**src/rtl/landing_lights_param.sv**
```systemverilog
// rtl/landing_lights_param.sv - parametrised runway landing-light sequencer
//
// Purpose: drives N_LIGHTS lamps through one of four display patterns.
// An internal prescaler produces one pattern STEP every TICK_DIV enabled
// clock edges. Everything runs on clk; the prescaler output is an enable,
// not a divided clock.
//
// Ports:
//   clk     in   1         system clock
//   reset   in   1         asynchronous, active-high reset
//   enable  in   1         1 = prescaler runs; 0 = prescaler and lights freeze
//   mode    in   2         00 calm, 01 wind-right, 10 wind-left, 11 hazard
//                          (asynchronous board-switch source)
//   lights  out  N_LIGHTS  lamp drive; bit N_LIGHTS-1 is the leftmost lamp
//   tick    out  1         one-cycle pulse in the cycle after each STEP
module landing_lights_param #(
  parameter int N_LIGHTS = 5,
  parameter int TICK_DIV = 33554432
) (
  input  logic                clk,
  input  logic                reset,
  input  logic                enable,
  input  logic [1:0]          mode,
  output logic [N_LIGHTS-1:0] lights,
  output logic                tick
);

  localparam int CNT_W = (TICK_DIV > 1) ? $clog2(TICK_DIV) : 1;
  localparam logic [CNT_W-1:0] CNT_MAX = CNT_W'(TICK_DIV - 1);

  localparam logic [N_LIGHTS-1:0] LSB_ONLY = N_LIGHTS'(1);
  localparam logic [N_LIGHTS-1:0] MSB_ONLY = N_LIGHTS'(1) << (N_LIGHTS - 1);
  localparam logic [N_LIGHTS-1:0] CENTER   = N_LIGHTS'(1) << (N_LIGHTS / 2);
  localparam logic [N_LIGHTS-1:0] OUTER    = MSB_ONLY | LSB_ONLY;
  localparam logic [N_LIGHTS-1:0] ALL      = '1;

  // The centre lamp must be unique, so an even or tiny lamp count is rejected.
  if (N_LIGHTS < 3 || (N_LIGHTS % 2) == 0) begin : g_bad_n_lights
    $error("landing_lights_param: N_LIGHTS must be odd and >= 3");
  end
  if (TICK_DIV < 1) begin : g_bad_tick_div
    $error("landing_lights_param: TICK_DIV must be >= 1");
  end

  typedef enum logic [1:0] {
    MODE_CALM   = 2'b00,
    MODE_RIGHT  = 2'b01,
    MODE_LEFT   = 2'b10,
    MODE_HAZARD = 2'b11
  } mode_e;

  logic [1:0]          sync1_q, mode_s_q;
  logic [CNT_W-1:0]    cnt_q, cnt_d;
  logic [N_LIGHTS-1:0] lights_q, lights_d, next_lights;
  logic                tick_q, tick_d;
  logic                step;
  logic                one_hot;

  always_ff @(posedge clk or posedge reset) begin
    if (reset) begin
      sync1_q  <= 2'b00;
      mode_s_q <= 2'b00;
      cnt_q    <= '0;
      lights_q <= CENTER;
      tick_q   <= 1'b0;
    end else begin
      // The synchroniser runs regardless of enable so a mode change made
      // while frozen is already settled when counting resumes.
      sync1_q  <= mode;
      mode_s_q <= sync1_q;
      cnt_q    <= cnt_d;
      lights_q <= lights_d;
      tick_q   <= tick_d;
    end
  end

  assign step    = enable && (cnt_q == CNT_MAX);
  assign one_hot = (lights_q != '0) && ((lights_q & (lights_q - N_LIGHTS'(1))) == '0);

  // Every possible lights value maps to a legal pattern, so a corrupted
  // value is cleared at the next STEP.
  always_comb begin
    next_lights = lights_q;
    case (mode_e'(mode_s_q))
      MODE_CALM:   next_lights = (lights_q == CENTER) ? OUTER : CENTER;
      MODE_RIGHT:  next_lights = one_hot ? {lights_q[0], lights_q[N_LIGHTS-1:1]} : MSB_ONLY;
      MODE_LEFT:   next_lights = one_hot ? {lights_q[N_LIGHTS-2:0], lights_q[N_LIGHTS-1]} : LSB_ONLY;
      MODE_HAZARD: next_lights = (lights_q == ALL) ? '0 : ALL;
      default:     next_lights = CENTER;
    endcase
  end

  always_comb begin
    cnt_d    = cnt_q;
    lights_d = lights_q;
    tick_d   = step;
    if (enable) begin
      cnt_d = (cnt_q == CNT_MAX) ? '0 : cnt_q + CNT_W'(1);
    end
    if (step) begin
      lights_d = next_lights;
    end
  end

  assign lights = lights_q;
  assign tick   = tick_q;

endmodule

```
**config.mk**
```make
export PLATFORM = sky130hd
export DESIGN_NAME = landing_lights_param
export DESIGN_NICKNAME = d
export VERILOG_FILES = /design/src/rtl/landing_lights_param.sv
export SDC_FILE = /design/constraint.sdc
export NUM_CORES = 1
export LEC_CHECK = 0
export BUFFER_PORTS_ARGS = -buffer_cell sky130_fd_sc_hd__clkbuf_2
export CAP_MARGIN = 0
export CELL_PAD_IN_SITES_DETAIL_PLACEMENT = 1
export CELL_PAD_IN_SITES_GLOBAL_PLACEMENT = 2
export CORE_ASPECT_RATIO = 0.8
export CORE_MARGIN = 2
export CORE_UTILIZATION = 37
export CTS_BUF_LIST = sky130_fd_sc_hd__clkbuf_2
export DETAILED_ROUTE_END_ITERATION = 6
export GPL_TIMING_DRIVEN = 0
export PLACE_DENSITY = 0.74
export SETUP_SLACK_MARGIN = 0.02
export SKIP_CTS_REPAIR_TIMING = 1
export SYNTH_ARGS = -nofsm -noshare
export SYNTH_HDL_FRONTEND = slang
export SYNTH_SLANG_ARGS = --single-unit
```
**constraint.sdc**
```tcl
create_clock -name clk -period 2 [get_ports clk]
set_input_delay 0.4 -clock clk [delete_from_list [all_inputs] [get_ports clk]]
set_output_delay 0.4 -clock clk [all_outputs]
set_load 0.02 [all_outputs]
```
==> results of run 1 <==
-- kinds of logic (layout without fill, tap and decap cells) --
kind of cell | after synthesis | in the layout | share of synthesized area, %
AOI/OAI and AO/OA | 37 | 37 | 13.80
and+or+nand+nor | 76 | 76 | 23.39
xor gates and xnor gates | 19 | 19 | 8.739
buffers and inverters | 21 | 50 | 5.059
adders and majority gates | 1 | 1 | 0.6569
muxes | 4 | 4 | 2.300
DFF | 35 | 35 | 46.06
-- cell type report --
class / instances / area share [%]
clock inverter: 2 / 0.3324
tap: 62 / 3.435
timing repair buffer: 23 / 6.648
clock buffer: 6 / 1.330
multi-input combinational: 137 / 44.88
buffer: 9 / 2.659
sequential: 35 / 39.06
inverter: 10 / 1.662
-- layer usage --
metal	wire length (um)	track usage (%)
met1	2375	23.66
met2	2384	27.28
met4	17	4.234
met5	0	0
met3	111	3.981
-- through the flow --
stage	setup WS [ns]	power (mW)	instance area, um2
after CTS	-0.2522	1.324	2064
after global placement	-0.2117	0.9887	2027
final	-0.004568	1.360	2258
after global routing	-0.1047	1.451	2258
after detailed placement	-0.3022	1.008	2027
after floorplan	0.08446	0.9550	1904
-- flip-flops by register name, indices dropped and copies added, names as in the netlist --
| signal | flops |
|---|---|
| sync1_q | 2 |
| mode_s_q | 2 |
| cnt_q | 25 |
| tick | 1 |
| lights | 5 |
-- how the worst min path moves through the flow --
stage / startpoint / to / slack [ns] / depth (start not counted)
after floorplan: sync1_q[0] / mode_s_q[0] / 0.33 / 0
after global placement: sync1_q[1] / mode_s_q[1] / 0.33 / 0
after detailed placement: sync1_q[0] / mode_s_q[0] / 0.34 / 0
after CTS: mode[1] / sync1_q[1] / 0.1 / 1
after global routing: mode[0] / sync1_q[0] / 0.06 / 1
final: reset / lights[3] / 0.12 / 2
-- cell usage after synthesis (2+ instances only) --
master / number
nor2_1: 10
a211oi_1: 4
nor3_1: 9
clkbuf_1: 9
nand3_1: 9
a211o_2: 2
nor4b_1: 3
a21oi_1: 5
xor2_1: 7
nand2b_1: 2
xnor2_1: 12
o21ai_0: 7
a21o_1: 2
dfrtp_1: 34
and4_1: 3
nand2_1: 13
inv_1: 10
nor4_1: 5
a2bb2oi_1: 2
o22ai_1: 2
mux2_2: 3
nand4_1: 9
-- critical path: stages (launching register included) --
cell and delay (ns):
dfrtp_2 0.42, nand4_1 0.20, or4_4 0.57, buf_8 0.16
or4b_1 0.50, o21ai_1 0.10
-- power breakdown --
group / switching, mW / total, mW / internal [mW]
clock: 0.226 / 0.311 / 0.0843
combinational: 0.103 / 0.198 / 0.0953
sequential: 0.0847 / 0.852 / 0.767
total: 0.414 / 1.36 / 0.947
==> impl_metrics.json, run 1 <==
{
  "status": "finished, violations left",
  "violations": "negative setup slack",
  "cp_max_fo": 9,
  "post_drt_wl_per_cell_um": 17.21,
  "syn-cell-area_um2": 1904,
  "post-route-drc-count": 0,
  "worstSetupPathType": "reg -> reg",
  "clockRootBuffer": "clkbuf_2",
  "yosysTopAreaCellShare_pct": 44.68,
  "grt_pass1_vias": 1557,
  "port_buffers": 9,
  "maxSlewViolCount": 0,
  "synth_cell_type_count": 53,
  "hold_viol": 0,
  "cap_violations": 0,
  "finalWorstSetupSlack_ns": -0.004568,
  "max_slew_margin_pct": 50.99,
  "placementRows": 23,
  "synth.area.top_cells": "dfrtp_1 45%, xnor2_1 5.5%, xor2_1 3.2%",
  "p_per_area_nw_per_um2": 602.4,
  "r2r-start": "cnt_q[9]",
  "io_pins": 11,
  "dp_cells": 264,
  "period_share_pct": 100.2,
  "mostFrequentLayoutCells": "30 x dfrtp_1, 16 x clkbuf_2, 15 x buf_4",
  "grt_pass1_wl_um": 7707,
  "r2r_end": "cnt_q[17]",
  "regToRegSetupSlack_ns": -0.005,
  "antenna_found_initial": 0,
  "crit_arrival_ns": 2.31,
  "fin_tns_setup_ns": -0.005579,
  "final_common_cell": "dfrtp_1",
  "via_per_inst": 5.585,
  "place.gp.congestion": 0.7733,
  "place.detailed.hpwl_um": 3270,
  "r2r_cells": 5,
  "nNetsFinal": 227,
  "diodes": 0,
  "nFillCells": 583,
  "fin_util_pct": 45.36,
  "syn_inst": 193,
  "clockBufferDepth": 2,
  "start_util_pct": 38.25,
  "htree_num_levels": 2,
  "drt_iter0_markers": 91,
  "cts_sinks": 35,
  "clock-skew-final_ns": 0.009023,
  "setup_viol": 2,
  "synth-seq-cells": 35,
  "start_kind": "flip-flop",
  "vias": 1586,
  "register_area_um2": 882.1,
  "ys_warn_count": 0,
  "gr-total-overflow": 0,
  "ant_nets": 0,
  "dr.pass1.iters": 4,
  "ir_worst_vdd_uv": 308.4,
  "syn2layout_area_growth_pct": 18.59,
  "worstMarginPinSlew_ns": 0.7341,
  "die_h_um": 68.17,
  "p_leak_nw": 0.9708,
  "clock.fmax_ghz": 0.4989,
  "hp-class": "in -> async",
  "final_cells": 284,
  "synth_ff_type": "dfrtp_1",
  "critPathCapture": "cnt_q[17]",
  "die_w_um": 84.21,
  "clk_latency_ns": 0.36,
  "syn_avg_cell_area_um2": 9.867,
  "syn-num-nets": 199,
  "crit_path_end_kind": "flip-flop",
  "cts_tree": "yes",
  "seq_area_frac_synth_pct": 46.06,
  "drive_gt1_share_pct": 29.28,
  "crit_required_ns": 2.30,
  "core_area_um2": 4979,
  "dieArea_um2": 5740,
  "grt_setup_unrepaired": "true",
  "synth_edf_count": 0,
  "path_clk_slew_ns": 0.17,
  "min_period_ns": 2.005,
  "fin_hold_ws_ns": 0.1169,
  "grt_max_degree": 36,
  "crit_start": "cnt_q[9]",
  "grt_usage_pct": 17.06,
  "multiInputGateArea_um2": 1013,
  "routed_wl_um": 4887,
  "synth_area_leader_cell": "dfrtp_1",
  "cts_buffers": 5,
  "ys_async_sr_fraction_pct": 100.0
}
(Power assumes the default switching activity.)
==> run 2: changes to the inputs <==
--- a/config.mk
+++ b/config.mk
@@ -10,7 +10,7 @@
 export CELL_PAD_IN_SITES_DETAIL_PLACEMENT = 1
 export CELL_PAD_IN_SITES_GLOBAL_PLACEMENT = 2
 export CORE_ASPECT_RATIO = 0.8
-export CORE_MARGIN = 2
+export CORE_MARGIN = 5
 export CORE_UTILIZATION = 37
 export CTS_BUF_LIST = sky130_fd_sc_hd__clkbuf_2
 export DETAILED_ROUTE_END_ITERATION = 6
@@ -18,6 +18,7 @@
 export PLACE_DENSITY = 0.74
 export SETUP_SLACK_MARGIN = 0.02
 export SKIP_CTS_REPAIR_TIMING = 1
+export SKIP_LAST_GASP = 1
 export SYNTH_ARGS = -nofsm -noshare
 export SYNTH_HDL_FRONTEND = slang
 export SYNTH_SLANG_ARGS = --single-unit
==> run 2 against run 1 <==
  * The run still ends with negative setup slack left
  * First-iteration DRC count decreased by 9.9%
  * Combinational power is 14% higher
  * Final cell count up 4.6%
  * Worst hold slack got worse by 0.045 ns
  * Non-clock buffer count increased by 13
  * Global-route usage is 1.8 points lower
  * Critical path depth did not move
  * Largest cell class unchanged
  * Highest routed layer unchanged
==> impl_metrics.json, run 2 (synthesis gave the netlist of run 1 again) <==
{
  "status": "finished, violations left",
  "violations": "negative setup slack",
  "io_pins": 11,
  "grt_max_degree": 36,
  "crit_required_ns": 2.28,
  "r2r-start": "cnt_q[5]",
  "maxSlewViolCount": 0,
  "p_int_mw": 0.9781,
  "grt_setup_unrepaired": "true",
  "setup_viol": 1,
  "nFillCells": 566,
  "core_area_um2": 5007,
  "swShare_pct": 30.99,
  "finalWorstSetupSlack_ns": -0.005757,
  "fin_tns_setup_ns": -0.005757,
  "slowest_stage": "or4_4",
  "final_cells": 297,
  "post_drt_wl_per_cell_um": 17.35,
  "regToRegSetupSlack_ns": -0.006,
  "crit_path_end_kind": "flip-flop",
  "crit_arrival_ns": 2.28,
  "grt_pass1_wl_um": 8293,
  "clk_latency_ns": 0.39,
  "grt_usage_pct": 15.23,
  "cts_buffers": 5,
  "dr.pass1.iters": 4,
  "antenna_found_initial": 0,
  "hold_viol": 0,
  "start_kind": "flip-flop",
  "final_common_cell": "dfrtp_1",
  "clockBufferDepth": 2,
  "cp_num_buf_inv": 1,
  "cts_sinks": 35,
  "die_h_um": 74.17,
  "ant_nets": 0,
  "post-route-drc-count": 0,
  "cp_max_fo": 4,
  "register_area_um2": 882.1,
  "placementRows": 23,
  "combPwrFrac_pct": 15.9,
  "p_clk_share_pct": 24.1,
  "dp_cells": 264,
  "path_clk_slew_ns": 0.22,
  "routed_wl_um": 5152,
  "fin_hold_ws_ns": 0.07181,
  "cts_tree": "yes",
  "vias": 1664,
  "critPathMaxStageDelay_ns": 0.62,
  "largest_reg_flops": 25,
  "htree_num_levels": 2,
  "p_leak_nw": 1.094,
  "syn2layout_area_growth_pct": 28.19,
  "port_buffers": 9,
  "drt_iter0_markers": 82,
  "ir_worst_vdd_uv": 420.3,
  "gr-total-overflow": 0,
  "die_w_um": 90.21,
  "regMostFlops": "cnt_q",
  "drive_gt1_share_pct": 35.32,
  "worstPathCellList": "nand4_4 -> or4_4 -> clkbuf_16 -> a211o_4 -> mux2_4",
  "clock.fmax_ghz": 0.4986,
  "max_slew_margin_pct": 51.56,
  "p_switching_mw": 0.4392,
  "cap_violations": 0,
  "diodes": 0,
  "start_util_pct": 38.03,
  "clockRootBuffer": "clkbuf_2",
  "place_ws_ns": -0.2843,
  "nNetsFinal": 240,
  "min_period_ns": 2.006,
  "grt_pass1_vias": 1596,
  "worstSetupPathType": "reg -> reg",
  "via_per_inst": 5.603,
  "worstMarginPinSlew_ns": 0.7256,
  "r2r_cells": 5,
  "path_delay_family": "simple AND/OR/NAND/NOR gates",
  "period_share_pct": 100.3,
  "clock-skew-final_ns": 0.03964,
  "hp-class": "in -> async",
  "place.gp.congestion": 0.8086,
  "p_per_area_nw_per_um2": 580.6,
  "r2r_end": "cnt_q[19]",
  "place.detailed.hpwl_um": 3405,
  "multiInputGateArea_um2": 1060,
  "pwr-share-seq_pct": 60.0,
  "dieArea_um2": 6690,
  "mostFrequentLayoutCells": "30 x dfrtp_1, 25 x buf_4, 18 x clkbuf_2",
  "placed_area_um2": 2027,
  "fin_area_um2": 2441
}
[run 2: stage by stage]
| step | total power, mW | util (%) |
|---|---|---|
| final | 1.417 | 48.75 |
| after global routing | 1.496 | 48.75 |
| after CTS | 1.350 | 41.28 |
| after detailed placement | 1.013 | 40.48 |
| after global placement | 0.9891 | 40.48 |
| after floorplan | 0.9550 | - |
[run 2: layer usage]
metal,up-vias,wire (um),global-route usage (%)
met2,34,2362,23.86
met1,833,2535,21.53
met5,-,0,0
met3,4,226,3.438
met4,0,27,3.967
li1,793,-,-
[run 2: cell type report]
| cell class | instances | share of cell area [%] |
|---|---|---|
| multi-input combinational | 137 | 43.41 |
| tap | 62 | 3.178 |
| timing repair buffer | 36 | 11.38 |
| inverter | 10 | 1.538 |
| sequential | 35 | 36.14 |
| buffer | 9 | 2.717 |
| clock inverter | 1 | 0.2050 |
| clock buffer | 7 | 1.435 |
[run 2: worst max-delay path by stage]
stage,slack [ns],endpoint,depth (start not counted),startpoint
6_report,-0.006,cnt_q[19],5,cnt_q[5]
5_1_grt,-0.06,cnt_q[17],5,cnt_q[8]
4_1_cts,-0.28,lights[1],4,cnt_q[3]
3_5_place_dp,-0.28,cnt_q[19],6,enable
3_3_place_gp,-0.21,cnt_q[19],6,enable
2_1_floorplan,0.08,cnt_q[17],5,cnt_q[3]
[run 2: power groups by stage]
stage | clock, mW | combinational (mW) | sequential [mW]
global placement | 0 | 0.132 | 0.857
detailed placement | 0 | 0.142 | 0.870
finish | 0.341 | 0.226 | 0.850
global route | 0.378 | 0.256 | 0.861
floorplan | 0 | 0.109 | 0.846
CTS | 0.349 | 0.143 | 0.858
==> run 3: changes to the inputs <==
--- a/config.mk
+++ b/config.mk
@@ -11,11 +11,11 @@
 export CELL_PAD_IN_SITES_GLOBAL_PLACEMENT = 2
 export CORE_ASPECT_RATIO = 0.8
 export CORE_MARGIN = 5
-export CORE_UTILIZATION = 37
+export CORE_UTILIZATION = 30
 export CTS_BUF_LIST = sky130_fd_sc_hd__clkbuf_2
 export DETAILED_ROUTE_END_ITERATION = 6
 export GPL_TIMING_DRIVEN = 0
-export PLACE_DENSITY = 0.74
+export PLACE_DENSITY = 0.61
 export SETUP_SLACK_MARGIN = 0.02
 export SKIP_CTS_REPAIR_TIMING = 1
 export SKIP_LAST_GASP = 1
==> run 3 against run 2 <==
  * The run now ends clean
  * Non-clock buffer count down 3
  * Via count down 1.6%
  * Core utilization down 10 points
  * Final cell count up 6.4%
  * Routed wire length up 0.39%
  * Critical path depth unchanged
  * Worst hold slack better by 0.028 ns
  * Setup slack better by 0.016 ns
  * First-iteration DRC count down 33%
  * Design area down 0.72%
  * Flip-flop and latch count unchanged
==> impl_metrics.json, run 3 (synthesis gave the netlist of run 1 again) <==
{
  "diodes": 0,
  "worstPathCellList": "nand4_1 -> or4_4 -> buf_8 -> or4b_1 -> o21ai_1",
  "die_h_um": 81.26,
  "hold_viol": 0,
  "io_pins": 11,
  "clock.fmax_ghz": 0.5026,
  "slowest_stage": "or4_4",
  "start_kind": "flip-flop",
  "grt_usage_pct": 13.29,
  "vias": 1637,
  "cp_max_fo": 8,
  "ant_nets": 0,
  "p_per_area_nw_per_um2": 583.7,
  "dr.pass1.iters": 4,
  "crit_path_end_kind": "flip-flop",
  "cp_num_buf_inv": 1,
  "place.detailed.hpwl_um": 3551,
  "ir_worst_vdd_uv": 236.7,
  "regMostFlops": "cnt_q",
  "core_area_um2": 6279,
  "fin_tns_setup_ns": 0,
  "final_common_cell": "dfrtp_1",
  "path_delay_family": "simple AND/OR/NAND/NOR gates",
  "path_depth": 5,
  "cts_sinks": 35,
  "crit_required_ns": 2.30,
  "placementRows": 26,
  "placed_area_um2": 2054,
  "grt_pass1_vias": 1633,
  "setup_viol": 0,
  "finalWorstSetupSlack_ns": 0.01051,
  "clk_latency_ns": 0.39,
  "nNetsFinal": 237,
  "htree_num_levels": 2,
  "cts_tree": "yes",
  "totalPowerFinal_mw": 1.415,
  "critPathCapture": "cnt_q[17]",
  "clockBufferDepth": 2,
  "largest_reg_flops": 25,
  "status": "finished clean",
  "drt_iter0_markers": 55,
  "worstMarginPinSlew_ns": 0.7662,
  "antenna_found_initial": 0,
  "post-route-drc-count": 0,
  "crit_arrival_ns": 2.29,
  "hp-class": "in -> async",
  "syn2layout_area_growth_pct": 27.27,
  "r2r_end": "cnt_q[17]",
  "grt_max_degree": 36,
  "r2r-start": "cnt_q[11]",
  "mostFrequentLayoutCells": "30 x dfrtp_1, 24 x buf_4, 17 x clkbuf_2",
  "post_drt_wl_per_cell_um": 16.37,
  "die_w_um": 99.08,
  "grt_setup_unrepaired": "true",
  "r2r_cells": 5,
  "via_per_inst": 5.180,
  "drive_gt1_share_pct": 34.05,
  "crit_start": "cnt_q[11]",
  "grt_pass1_wl_um": 8431,
  "p_leak_nw": 1.063,
  "dieArea_um2": 8051,
  "place.gp.congestion": 0.9014,
  "port_buffers": 9,
  "critPathMaxStageDelay_ns": 0.56,
  "place_ws_ns": -0.3460,
  "maxSlewViolCount": 0,
  "fin_hold_ws_ns": 0.09977,
  "routed_wl_um": 5172,
  "worstSetupPathType": "reg -> reg",
  "start_util_pct": 30.33,
  "max_slew_margin_pct": 48.84,
  "cts_buffers": 5,
  "fin_area_um2": 2424,
  "clock-skew-final_ns": 0.03515,
  "clockRootBuffer": "clkbuf_2",
  "path_clk_slew_ns": 0.21,
  "period_share_pct": 99.47,
  "gr-total-overflow": 0,
  "regToRegSetupSlack_ns": 0.01,
  "cap_violations": 0,
  "min_period_ns": 1.989
}
## run 3: area by class of cell
cell class	instances	area, um2
Clock inverter	2	7.507
Tap cell	84	105.1
Timing Repair Buffer	33	225.2
Multi-Input combinational cell	137	1065
Fill cell	729	3855
Buffer	9	71.32
Inverter	10	37.54
Sequential cell	35	882.1
Clock buffer	6	30.03
## run 3: stage by stage
step	util, %	instances
final	38.60	316
after global routing	38.60	316
after CTS	33.32	294
after detailed placement	32.72	286
after global placement	32.72	286
after floorplan	-	193
## run 3: how the worst min path moves through the flow
stage | from | endpoint | slack (ns) | cells after the start
floorplan | sync1_q[0] | mode_s_q[0] | 0.33 | 0
global placement | sync1_q[1] | mode_s_q[1] | 0.33 | 0
detailed placement | sync1_q[1] | mode_s_q[1] | 0.34 | 0
CTS | mode[0] | sync1_q[0] | 0.09 | 1
global route | mode[1] | sync1_q[1] | 0.06 | 1
finish | reset | cnt_q[11] | 0.1 | 2
## run 3: per-layer routing
metal | share of wire (%) | global-route usage, % | vias to the layer above | wire [um]
li1 | - | - | 786 | -
met1 | 48 | 18.03 | 825 | 2474
met2 | 48 | 21.31 | 22 | 2463
met3 | 3.9 | 3.348 | 4 | 203
met4 | 0.60 | 3.274 | 0 | 31
met5 | 0 | 0 | - | 0
## run 3: report_power, final
part / switching (mW) / internal [mW] / total (mW)
combinational: 0.113 / 0.121 / 0.234
clock: 0.241 / 0.0843 / 0.326
sequential: 0.0864 / 0.769 / 0.855
total: 0.441 / 0.974 / 1.41
## run 3: worst reg2reg max path: stages, from the launching register on
cell and delay, ns:
dfrtp_1 0.44, nand4_1 0.18, or4_4 0.56, buf_8 0.17, or4b_1 0.45, o21ai_1 0.10
